File: config.mk
export PLATFORM = sky130hd
export DESIGN_NAME = wdt_controller
export DESIGN_NICKNAME = d
export VERILOG_FILES = /design/src/rtl/wdt_controller_pkg.sv /design/src/rtl/wdt_bus_decode.sv /design/src/rtl/wdt_controller.sv
export SDC_FILE = /design/constraint.sdc
export NUM_CORES = 1
export LEC_CHECK = 0
export CORE_AREA = 4 4 111 113
export CTS_BUF_LIST = sky130_fd_sc_hd__clkbuf_8
export DETAILED_ROUTE_END_ITERATION = 16
export DIE_AREA = 0 0 115 117
export PLACE_DENSITY = 0.75
export SYNTH_ARGS = -nofsm -noshare
export SYNTH_HDL_FRONTEND = slang
export SYNTH_SLANG_ARGS = --single-unit
export TNS_END_PERCENT = 100
File: constraint.sdc
create_clock -name clk -period 4.8 [get_ports clk]
set_input_delay 0.96 -clock clk [delete_from_list [all_inputs] [get_ports clk]]
set_output_delay 0.96 -clock clk [all_outputs]
set_load 0.01 [all_outputs]
File: src/rtl/wdt_controller_pkg.sv
// Shared constants for the watchdog timer: bus encodings, register map,
// kick key, FSM state encodings and the decoded-access strobe bundle.
package wdt_controller_pkg;

  // Bus geometry and access-size encodings shared with the other femto slaves
  localparam int unsigned BUS_WIDTH     = 32;
  localparam int unsigned BUS_ACC_WIDTH = 2;
  localparam logic [BUS_ACC_WIDTH-1:0] BUS_ACC_1B = 2'd0;
  localparam logic [BUS_ACC_WIDTH-1:0] BUS_ACC_4B = 2'd2;

  // Register map
  localparam int unsigned WDT_VA_WIDTH = 4;
  localparam logic [WDT_VA_WIDTH-1:0] WDT_CTRL_OFS  = 4'd0;
  localparam logic [WDT_VA_WIDTH-1:0] WDT_LOAD_OFS  = 4'd4;
  localparam logic [WDT_VA_WIDTH-1:0] WDT_KICK_OFS  = 4'd8;
  localparam logic [WDT_VA_WIDTH-1:0] WDT_COUNT_OFS = 4'd12;

  localparam logic [7:0]           WDT_KICK_KEY = 8'h5A;
  localparam logic [BUS_WIDTH-1:0] WDT_LOAD_RST = 32'hFFFF_FFFF;

  // FSM state encodings
  localparam logic [1:0] WDT_ST_IDLE   = 2'd0;
  localparam logic [1:0] WDT_ST_RUN    = 2'd1;
  localparam logic [1:0] WDT_ST_EXPIRE = 2'd2;

  // One-hot per-access strobes from the decoder; all zero when req is low
  typedef struct packed {
    logic ctrl_wr;
    logic load_wr;
    logic kick_wr;
    logic rd;
  } wdt_strb_t;

endpackage

File: src/rtl/wdt_bus_decode.sv
// Combinational validator for watchdog bus accesses.
// Ports:
//   addr/w_rb/acc/wdata/req : bus request fields
//   lock                    : current LOCK bit (blocks CTRL/LOAD writes)
//   invld                   : request is illegal (req qualified)
//   strb_c                  : per-register write strobes and read strobe
module wdt_bus_decode
  import wdt_controller_pkg::*;
(
  input  logic [WDT_VA_WIDTH-1:0]  addr,
  input  logic                     w_rb,
  input  logic [BUS_ACC_WIDTH-1:0] acc,
  input  logic [BUS_WIDTH-1:0]     wdata,
  input  logic                     req,
  input  logic                     lock,
  output logic                     invld,
  output wdt_strb_t                strb_c
);

  logic      bad;
  wdt_strb_t hit;

  // Classify the access independently of req; req gates the outputs below
  always_comb begin
    bad = 1'b0;
    hit = '0;
    case (addr)
      WDT_CTRL_OFS: begin
        if (acc != BUS_ACC_1B)                    bad = 1'b1;
        else if (!w_rb)                           hit.rd = 1'b1;
        else if (lock || (wdata[7:2] != 6'd0))    bad = 1'b1;
        else                                      hit.ctrl_wr = 1'b1;
      end
      WDT_LOAD_OFS: begin
        if (acc != BUS_ACC_4B)                    bad = 1'b1;
        else if (!w_rb)                           hit.rd = 1'b1;
        else if (lock || (wdata == '0))           bad = 1'b1;
        else                                      hit.load_wr = 1'b1;
      end
      WDT_KICK_OFS: begin
        if (acc != BUS_ACC_1B || !w_rb)           bad = 1'b1;
        else if (wdata[7:0] != WDT_KICK_KEY)      bad = 1'b1;
        else                                      hit.kick_wr = 1'b1;
      end
      WDT_COUNT_OFS: begin
        if (acc != BUS_ACC_4B || w_rb)            bad = 1'b1;
        else                                      hit.rd = 1'b1;
      end
      default: bad = 1'b1;
    endcase
  end

  assign invld  = req & bad;
  assign strb_c = req ? hit : '0;

endmodule

File: src/rtl/wdt_controller.sv
// Bus-attached watchdog: 32-bit down-counter that requests a low-active
// reset for HOLD_CYCLES cycles when software fails to kick it in time.
// Ports:
//   clk, rst            : clock, synchronous active-high reset
//   wdt_rst_b           : registered low-active reset request
//   addr/w_rb/acc/wdata : bus request fields, req qualifies them
//   resp/rdata          : registered one-cycle completion and read data
//   fault               : combinational illegal-access flag
module wdt_controller
  import wdt_controller_pkg::*;
#(
  parameter int unsigned HOLD_CYCLES = 16
) (
  input  logic                     clk,
  input  logic                     rst,
  output logic                     wdt_rst_b,
  input  logic [WDT_VA_WIDTH-1:0]  addr,
  input  logic                     w_rb,
  input  logic [BUS_ACC_WIDTH-1:0] acc,
  output logic [BUS_WIDTH-1:0]     rdata,
  input  logic [BUS_WIDTH-1:0]     wdata,
  input  logic                     req,
  output logic                     resp,
  output logic                     fault
);

  localparam int unsigned HOLD_W = (HOLD_CYCLES > 1) ? $clog2(HOLD_CYCLES) : 1;

  logic [1:0]           state, state_nxt;
  logic [BUS_WIDTH-1:0] count, count_nxt;
  logic [BUS_WIDTH-1:0] load, load_nxt;
  logic [HOLD_W-1:0]    hold_cnt, hold_nxt;
  logic                 en, en_nxt;
  logic                 lock, lock_nxt;
  logic                 resp_nxt;
  logic                 rst_b_nxt;
  logic [BUS_WIDTH-1:0] rdata_nxt;
  wdt_strb_t            strb_c;

  // Access validation and strobe generation
  wdt_bus_decode u_decode (
    .addr   (addr),
    .w_rb   (w_rb),
    .acc    (acc),
    .wdata  (wdata),
    .req    (req),
    .lock   (lock),
    .invld  (fault),
    .strb_c (strb_c)
  );

  // Next-state, register-update and output logic
  always_comb begin
    state_nxt = state;
    count_nxt = count;
    load_nxt  = load;
    hold_nxt  = hold_cnt;
    en_nxt    = en;
    lock_nxt  = lock;
    rdata_nxt = rdata;
    resp_nxt  = |strb_c;
    rst_b_nxt = 1'b1;

    if (strb_c.ctrl_wr) begin
      en_nxt   = wdata[0];
      lock_nxt = lock | wdata[1];
    end
    if (strb_c.load_wr) load_nxt = wdata;

    if (strb_c.rd) begin
      case (addr)
        WDT_CTRL_OFS: rdata_nxt = {30'd0, lock, en};
        WDT_LOAD_OFS: rdata_nxt = load;
        default:      rdata_nxt = count;
      endcase
    end

    case (state)
      WDT_ST_IDLE: begin
        if (strb_c.ctrl_wr && wdata[0]) begin
          state_nxt = WDT_ST_RUN;
          count_nxt = load;
        end
      end
      WDT_ST_RUN: begin
        // Disable freezes the count; a kick beats a simultaneous zero
        if (strb_c.ctrl_wr && !wdata[0]) begin
          state_nxt = WDT_ST_IDLE;
        end else if (strb_c.kick_wr) begin
          count_nxt = load;
        end else if (count == '0) begin
          state_nxt = WDT_ST_EXPIRE;
          hold_nxt  = HOLD_W'(HOLD_CYCLES - 1);
        end else begin
          count_nxt = count - 32'd1;
        end
      end
      WDT_ST_EXPIRE: begin
        // Kicks are acknowledged but have no effect while holding reset
        if (hold_cnt == '0) begin
          count_nxt = load;
          if (lock) begin
            state_nxt = WDT_ST_RUN;
          end else begin
            state_nxt = WDT_ST_IDLE;
            en_nxt    = 1'b0;
          end
        end else begin
          hold_nxt = hold_cnt - HOLD_W'(1);
        end
      end
      default: state_nxt = WDT_ST_IDLE;
    endcase

    rst_b_nxt = (state_nxt != WDT_ST_EXPIRE);
  end

  // State and output registers
  always_ff @(posedge clk) begin
    if (rst) begin
      state     <= WDT_ST_IDLE;
      count     <= WDT_LOAD_RST;
      load      <= WDT_LOAD_RST;
      hold_cnt  <= '0;
      en        <= 1'b0;
      lock      <= 1'b0;
      resp      <= 1'b0;
      rdata     <= '0;
      wdt_rst_b <= 1'b1;
    end else begin
      state     <= state_nxt;
      count     <= count_nxt;
      load      <= load_nxt;
      hold_cnt  <= hold_nxt;
      en        <= en_nxt;
      lock      <= lock_nxt;
      resp      <= resp_nxt;
      rdata     <= rdata_nxt;
      wdt_rst_b <= rst_b_nxt;
    end
  end

endmodule

* Yosys cells after proc, flatten, opt, wreduce, memory -nomap -nowiden *
Cells that the tools add are included.

operators by class
  $add $sub $neg = 2
  eq/ne operators = 15
  muxes and demuxes = 50
  bitwise gates (word level) = 2
  reduce and logical (&&, ||, !) cells = 20

operator list
  cell                                                                     count
  32-bit 2-to-1 mux                                                        5
  32-bit one-hot mux with 3 select lines                                   1
  32-bit logical NOT                                                       2
  32-bit one-hot mux with 2 select lines                                   1
  32-bit by 1-bit subtractor with 32-bit output, second input constant     1
  1-bit 2-to-1 mux                                                         29
  4-bit 2-to-1 mux                                                         5
  2-bit inequality test, second input constant                             8
  2-bit 2-to-1 mux                                                         5
  5-bit AND reduction                                                      2
  4-bit equality test, second input constant                               2
  4-bit logical NOT                                                        2
  8-bit by 7-bit inequality test with 1-bit output, second input constant  1
  4-bit one-hot mux with 2 select lines                                    1
  2-bit one-hot mux with 3 select lines                                    1
  6-bit nonzero test                                                       1
  4-bit by 3-bit equality test with 1-bit output, second input constant    1
  1-bit logical OR                                                         4
  1-bit one-hot mux with 4 select lines                                    1
  2-bit nonzero test                                                       2
  4-bit OR reduction                                                       1
  4-bit by 1-bit subtractor with 4-bit output, second input constant       1
  3-bit inequality test, second input constant                             1
  1-bit one-hot mux with 3 select lines                                    1
  8 further kinds                                                          10

storage, ports and cells
  register bits after elaboration = 106
  input port bits = 42
  output and inout bits = 35
  word-level logic and storage cells = 98

* Longest topological paths before layout *
Gate-level depths: netlist (run 1).

  depth in word-level cells = 11
  depth in mapped cells = 10
  mapped depth without buffers = 8

* Modules after synthesis *
Synthesis (run 1) repeated with hierarchy kept, for this count alone.

second synthesis, totals
  cell total of the unflattened synthesis = 693
  area, all modules = 5595.4 um^2

by module, submodules not included
  module          instances  cells each  area each (um^2)  seq. area each (um^2)
  wdt_controller  1          652         5312.6            2122.0
  wdt_bus_decode  1          41          282.8             0.0

* Worst setup path after synthesis (run 1) *
No wires, ideal clock.

  path kind = input to register
  from = input port acc[0]
  to = register count[4]
  setup time = 0.114 ns
  arrival = 3.060 ns
  data required time = 4.686 ns
  setup slack = 1.626 ns
  stages on the path = 8
  buffers on the path = 2
  path through = or4b_1 or3_4 nor4b_4 mux2i_1 buf_2 buf_2 nand3_1 a21o_1

on the way
  word-level cells in the longest chain between the ends = 8
  elaborated cells between the ends (all ways) = 16
  classes of those cells = 3 x eq/ne; 8 x mux; 5 x reduce/logical

ends and longest elaborated chain
  element                                 line                                        text
  from (decl)                             wdt_controller.sv:19                        input logic [BUS_ACC_WIDTH-1:0] acc,
  2-bit nonzero test (*)                  wdt_bus_decode.sv:29, wdt_bus_decode.sv:41
  1-bit logical OR                        wdt_bus_decode.sv:41                        if (acc != BUS_ACC_1B || !w_rb) bad = 1'b1;
  1-bit 2-to-1 mux                        wdt_bus_decode.sv:41
  1-bit 2-to-1 mux                        wdt_bus_decode.sv:27                        case (addr)
  4-bit 2-to-1 mux (*)                    wdt_bus_decode.sv:54                        assign strb_c = req ? hit : '0;
  32-bit 2-to-1 mux                       wdt_controller.sv:89                        end else if (strb_c.kick_wr) begin
  32-bit 2-to-1 mux                       wdt_controller.sv:87                        if (strb_c.ctrl_wr && !wdata[0]) begin
  32-bit one-hot mux with 3 select lines  wdt_controller.sv:78                        case (state)
  to (signal assigned)                    wdt_controller.sv:132                       count <= count_nxt;
  to (decl)                               wdt_controller.sv:30                        logic [BUS_WIDTH-1:0] count, count_nxt;

Mark *: on every way between the ends. The rest lies on a longest branch, timed or not. The select of a mux whose other input is x is not followed.
A chain may end at the register's enable or synchronous reset.

* Worst setup path after layout (run 1) *
  from = input port wdata[3]
  to = output port fault

on the way
  word-level cells in the longest chain between the ends = 7
  elaborated cells between the ends (all ways) = 15
  classes of those cells = 1 x eq/ne; 9 x mux; 1 x bitwise; 4 x reduce/logical

ends and longest elaborated chain
  element                                                          line                                        text
  from (decl)                                                      wdt_controller.sv:21                        input logic [BUS_WIDTH-1:0] wdata,
  32-bit logical NOT / 6-bit nonzero test (equally long branches)  wdt_bus_decode.sv:37, wdt_bus_decode.sv:31
  1-bit logical OR, on equally long branches                       wdt_bus_decode.sv:37, wdt_bus_decode.sv:31
  1-bit 2-to-1 mux, on equally long branches                       wdt_bus_decode.sv:37, wdt_bus_decode.sv:31
  1-bit 2-to-1 mux, on equally long branches                       wdt_bus_decode.sv:36, wdt_bus_decode.sv:30
  1-bit 2-to-1 mux, on equally long branches                       wdt_bus_decode.sv:35, wdt_bus_decode.sv:29
  1-bit one-hot mux with 4 select lines (*)                        wdt_bus_decode.sv:27
  1-bit AND (*)                                                    wdt_bus_decode.sv:53                        assign invld = req & bad;
  to (decl)                                                        wdt_controller.sv:24                        output logic fault

Mark *: on every way between the ends. The rest lies on a longest branch, timed or not.

==> flow_summary.yaml, run 1 <==
yosys:
  synth_area_leader_cell: "dfxtp_1"
  synthTopCellsByCount: "nor2_1, dfxtp_1, nand2_1, nor3_1, clkbuf_1"
  ys_ff_latch: 106
  synth_warnings: 0
  synthCells: 731
  synthFlopType: "dfxtp_1"
  synth_edf_count: 0
  synth_area_leaders: "dfxtp_1, nor2_1, a311oi_1, nor3_1, nand2_1"
  synth_cell_type_count: 63
  synth_top_area_frac: 0.378
  syn_avg_cell_area_sq_um: 7.67
  synthesis.nets: 776
  ys_seq_area_frac: 0.378
  synth.most_common_cell: "nor2_1"
  async_reset_ff_frac: 0
  syn_area_sq_um: 5610
place:
  place_congestion: 0.944
  dpl_worst_slack_ns: 0.234
  dpl.hpwl_um: 11600
  io_buffer_count: 76
cts:
  clkTransAtPathRegs_ns: 0.09
  post_cts_buffers: 0
  cts_tree: "built"
  cts_resized: 0
  insertion_delay_ns: 0.40
  cts_buffers: 9
  cts_sinks: 106
  cts.path.max_buffers: 2
  cts_hold_buf: 0
  ctsRootBufferMaster: "clkbuf_8"
  h-tree-depth: 3
global_route:
  grt_max_degree: 114
  grt_use_total: 0.257
  grt_overflow: 0
  antenna_found_initial: 0
  grt_pass1_vias: 5464
  grt_pass1_wl_um: 27900
critical_path:
  path_class: "primary input to primary output"
  crit_path_max_fanout: 4
  cp.required_ns: 3.84
  start_kind: "primary input"
  crit_path_end_kind: "primary output"
  crit_arrival_ns: 3.60
timing:
  fin_setup_tns_ns: 0
  period_needed_ns: 4.56
  slew_viol_final: 0
  hold_viol: 0
  whs_ns: 0.500
  period_share: 0.949
  worst_pin_slew_ns: 1.20
  relSlewSlack: 0.199
  finalSetupViolCount: 0
  fmax_mhz: 219
  rsz0062_at_grt: "false"
  skew_ns: 0.0149
  worst_slack_ns: 0.244
floorplanning:
  rows: 39
  io_pins: 77
  die_w_um: 115
  core_sq_um: 11300
  initial_core_util: 0.496
  die_area_sq_um: 13500
  floorplan.die.height_um: 117
drt:
  dr_wl_met3_um: 933
  wl_met2_um: 8020
  wl_per_cell_um: 18.6
  vias_per_cell: 6.35
  drc: 0
  finalWirelength_um: 17000
  wl_met1_um: 7650
  firstDrtPassIters: 6
  dr_total_vias: 5807
  ant_nets: 0
  drtIter0Drc: 570
  highest_layer: "met4"
power:
  p_per_area_nw_per_um2: 236
  total_power_w: 0.00155
  vdd_drop_max_mv: 0.222
  cellLeakagePower_nw: 2.18
final_layout:
  fin_nets: 811
  antenna_cells: 0
  syn_to_final_growth_pct: 17.2
  layout-drive-gt1-share: 0.0726
run_status:
  status: "completed"
hold_path:
  hold_path_class: "register to register"
run:
  maxCapViolCount: 0
-- per-layer routing --
layer  GRT usage  up-vias
met5           0        -
met4      0.0822        0
met3      0.0380       34
met2       0.416      219
met1       0.354     2758
li1            -     2796
-- report_power, final --
part / internal (W) / total [W] / switching, W
sequential: 0.000882 / 0.000884 / 0.00000218
clock: 0.000210 / 0.000541 / 0.000331
combinational: 0.0000547 / 0.000126 / 0.0000717
total: 0.00115 / 0.00155 / 0.000405
-- critical path: stages --
cell             delay, ns
clkdlybuf4s50_1       0.48
nor3_1                0.58
nand4_1               0.31
nor3_1                0.34
or4_1                 0.17
o2111ai_1             0.11
nand3_1               0.10
clkdlybuf4s50_1       0.54
-- stage by stage --
| stage | instance area [sq um] | util | std cells |
|---|---|---|---|
| after global routing | 6580 | 0.581 | 914 |
| after CTS | 6580 | 0.581 | 914 |
| after global placement | 6390 | 0.564 | 898 |
| final | 6580 | 0.581 | 914 |
| after floorplan | 5610 | - | 731 |
| after detailed placement | 6390 | 0.564 | 898 |
-- cells in the final DEF, fill, tap and decap left out, drive strengths merged, types with 9 or more instances in the layout --
cell type,instances
clkdlybuf4s50,75
nand3,45
nor2,117
a31oi,23
or3,9
inv,13
nand4,12
nand2,67
clkbuf,10
a21oi,40
a311oi,42
nor3,60
buf,15
o211ai,9
o21ai,22
nor4,16
dfxtp,106
-- cell families after synthesis --
kind of cell / count (synthesis) / share of synthesized area
buffers and inverters: 77 / 0.0584
adder cells (fa/ha/maj): 3 / 0.00669
multiplexers: 8 / 0.0145
flip-flops: 106 / 0.378
AND/OR/NAND/NOR: 353 / 0.300
AO/OA/AOI/OAI: 183 / 0.241
XOR/XNOR: 1 / 0.00156
-- final cells by class --
class	instances	area, sq um
inverter	11	41.3
timing repair buffer	90	863
fill	1062	4750
sequential	106	2120
multi-input combinational	548	3180
clock buffer	10	138
tap	143	179
clock inverter	6	50.0
-- worst paths after layout --
kind	start	to	depth (start not counted)	slack, ns
max	wdata[3]	fault	8	0.24
min	rdata[8]	rdata[8]	2	0.50
max reg2reg	count[14]	count[20]	8	1.67
min reg2reg	rdata[8]	rdata[8]	2	0.50
-- state kept, by name (all words and copies together) (netlist names) --
| register | count |
|---|---|
| count | 32 |
| hold_cnt | 4 |
| en | 1 |
| resp | 1 |
| wdt_rst_b | 1 |
| lock | 1 |
| state | 2 |
| rdata | 32 |
| load | 32 |
(Power assumes the default switching activity.)
==> run 2, diff against run 1 <==
- CORE_AREA: 4 4 111 113 -> 3 3 110 112
- CTS_CLUSTER_SIZE: unset -> 30
- DIE_AREA: 0 0 115 117 -> 0 0 113 115
==> run 2 against run 1 <==
Against the previous run:
- first-iteration DRC count down 7.9%
- via count down 1.3%
- critical endpoint unchanged
- register-to-register slack about the same
- clock power up 7.2%
- total power up 2.5%
- highest routed layer unchanged
- critical path type unchanged
- final cell count down 0.22%
==> flow_summary.yaml, run 2 (same netlist as run 1, synthesis figures left out) <==
run_status:
  status: "completed"
place:
  dpl.hpwl_um: 11400
  io_buffer_count: 76
  dpl_worst_slack_ns: 0.438
  place_congestion: 0.911
hold_path:
  hold_path_class: "register to register"
global_route:
  grt_max_degree: 97
  grt_pass1_vias: 5314
  grt_use_total: 0.251
  antenna_found_initial: 0
  grt_overflow: 0
  grt_pass1_wl_um: 26700
timing:
  period_share: 0.906
  fin_setup_tns_ns: 0
  rsz0062_at_grt: "false"
  hold_viol: 0
  fmax_mhz: 230
  finalSetupViolCount: 0
  whs_ns: 0.501
  worst_slack_ns: 0.450
  worst_pin_slew_ns: 1.07
  relSlewSlack: 0.282
  skew_ns: 0.0169
  slew_viol_final: 0
  period_needed_ns: 4.35
final_layout:
  mostFrequentLayoutCells: "nor2_1, dfxtp_1, clkdlybuf4s50_1"
  fin_nets: 809
  final_common_cell: "nor2_1"
  layout-drive-gt1-share: 0.0689
  antenna_cells: 0
  reg_top3: "count x32, load x32, rdata x32"
  syn_to_final_growth_pct: 17.3
drt:
  firstDrtPassIters: 5
  drtIter0Drc: 525
  drc: 0
  vias_per_cell: 6.28
  finalWirelength_um: 16500
  ant_nets: 0
  dr_total_vias: 5731
  wl_per_cell_um: 18.1
critical_path:
  max_stage_delay_ns: 0.63
  crit_path_end_kind: "primary output"
  start_kind: "primary input"
  crit_arrival_ns: 3.39
  crit_slowest_cell: "nor4_1"
  path_class: "primary input to primary output"
  crit_path_frequent_cell: "clkdlybuf4s50_1"
  cp.required_ns: 3.84
  crit_chain: "clkdlybuf4s50_1, nor4_1, nand4_1, nor3_1, or4_1, o2111ai_1, nand3_1, clkdlybuf4s50_1"
  crit_path_max_fanout: 2
floorplanning:
  floorplan.die.height_um: 115
  core_sq_um: 11300
  die_w_um: 113
  rows: 39
  io_pins: 77
  initial_core_util: 0.496
  die_area_sq_um: 13000
power:
  pwr-share-seq: 0.556
  p_per_area_nw_per_um2: 242
  swShare: 0.242
  clock_power_share: 0.365
  p_switching_w: 0.000384
  internal-power_w: 0.00121
  combinationalPowerShare: 0.079
  vdd_drop_max_mv: 0.159
  cellLeakagePower_nw: 2.18
cts:
  cts.path.max_buffers: 2
  ctsRootBufferMaster: "clkbuf_8"
  cts_sinks: 106
  insertion_delay_ns: 0.38
  cts_resized: 0
  post_cts_buffers: 0
  clkTransAtPathRegs_ns: 0.08
  cts_hold_buf: 0
  cts_buffers: 9
  cts_tree: "built"
  h-tree-depth: 3
run:
  maxCapViolCount: 0
-- run 2: cell type report --
cell class,instances,area [sq um]
Sequential cell,106,2120
Tap cell,143,179
Inverter,11,41.3
Timing Repair Buffer,88,848
Clock inverter,5,55.1
Multi-Input combinational cell,548,3180
Clock buffer,11,151
Fill cell,1079,4740
-- run 2: final timing paths --
| check | start | to | slack [ns] | depth (start not counted) |
|---|---|---|---|---|
| hold reg to reg | rdata[6] | rdata[6] | 0.50 | 2 |
| setup / recovery | wdata[21] | fault | 0.45 | 8 |
| hold / removal | rdata[6] | rdata[6] | 0.50 | 2 |
| setup reg to reg | count[14] | count[11] | 1.66 | 8 |
-- run 2: metrics by stage --
| step | instances | util | total power (W) | instance area [sq um] |
|---|---|---|---|---|
| CTS | 912 | 0.581 | 0.00160 | 6580 |
| finish | 912 | 0.581 | 0.00159 | 6580 |
| detailed placement | 896 | 0.563 | 0.00103 | 6370 |
| global placement | 896 | 0.563 | 0.00103 | 6370 |
| global route | 912 | 0.581 | 0.00164 | 6580 |
| floorplan | 731 | - | 0.000963 | 5610 |
-- run 2: critical path, delay by kind of cell --
family	cells	cell delay [ns]
buffers and inverters	2	0.96
and+or+nand+nor	5	1.35
AOI/OAI and AO/OA	1	0.11
-- run 2: metal layers --
metal  vias to the layer above  GRT usage  wire, um
li1                       2777          -         -
met1                      2711      0.335      7270
met2                       209      0.402      7620
met3                        34     0.0363       992
met4                         0      0.118       608
met5                         -          0         0
-- run 2: power by group through the flow --
| stage | registers (W) | clock network [W] | logic, W |
|---|---|---|---|
| after global routing | 0.000885 | 0.000613 | 0.000137 |
| after floorplan | 0.000906 | 0 | 0.0000571 |
| after CTS | 0.000884 | 0.000587 | 0.000126 |
| after global placement | 0.000905 | 0 | 0.000124 |
| final | 0.000884 | 0.000580 | 0.000126 |
| after detailed placement | 0.000905 | 0 | 0.000125 |
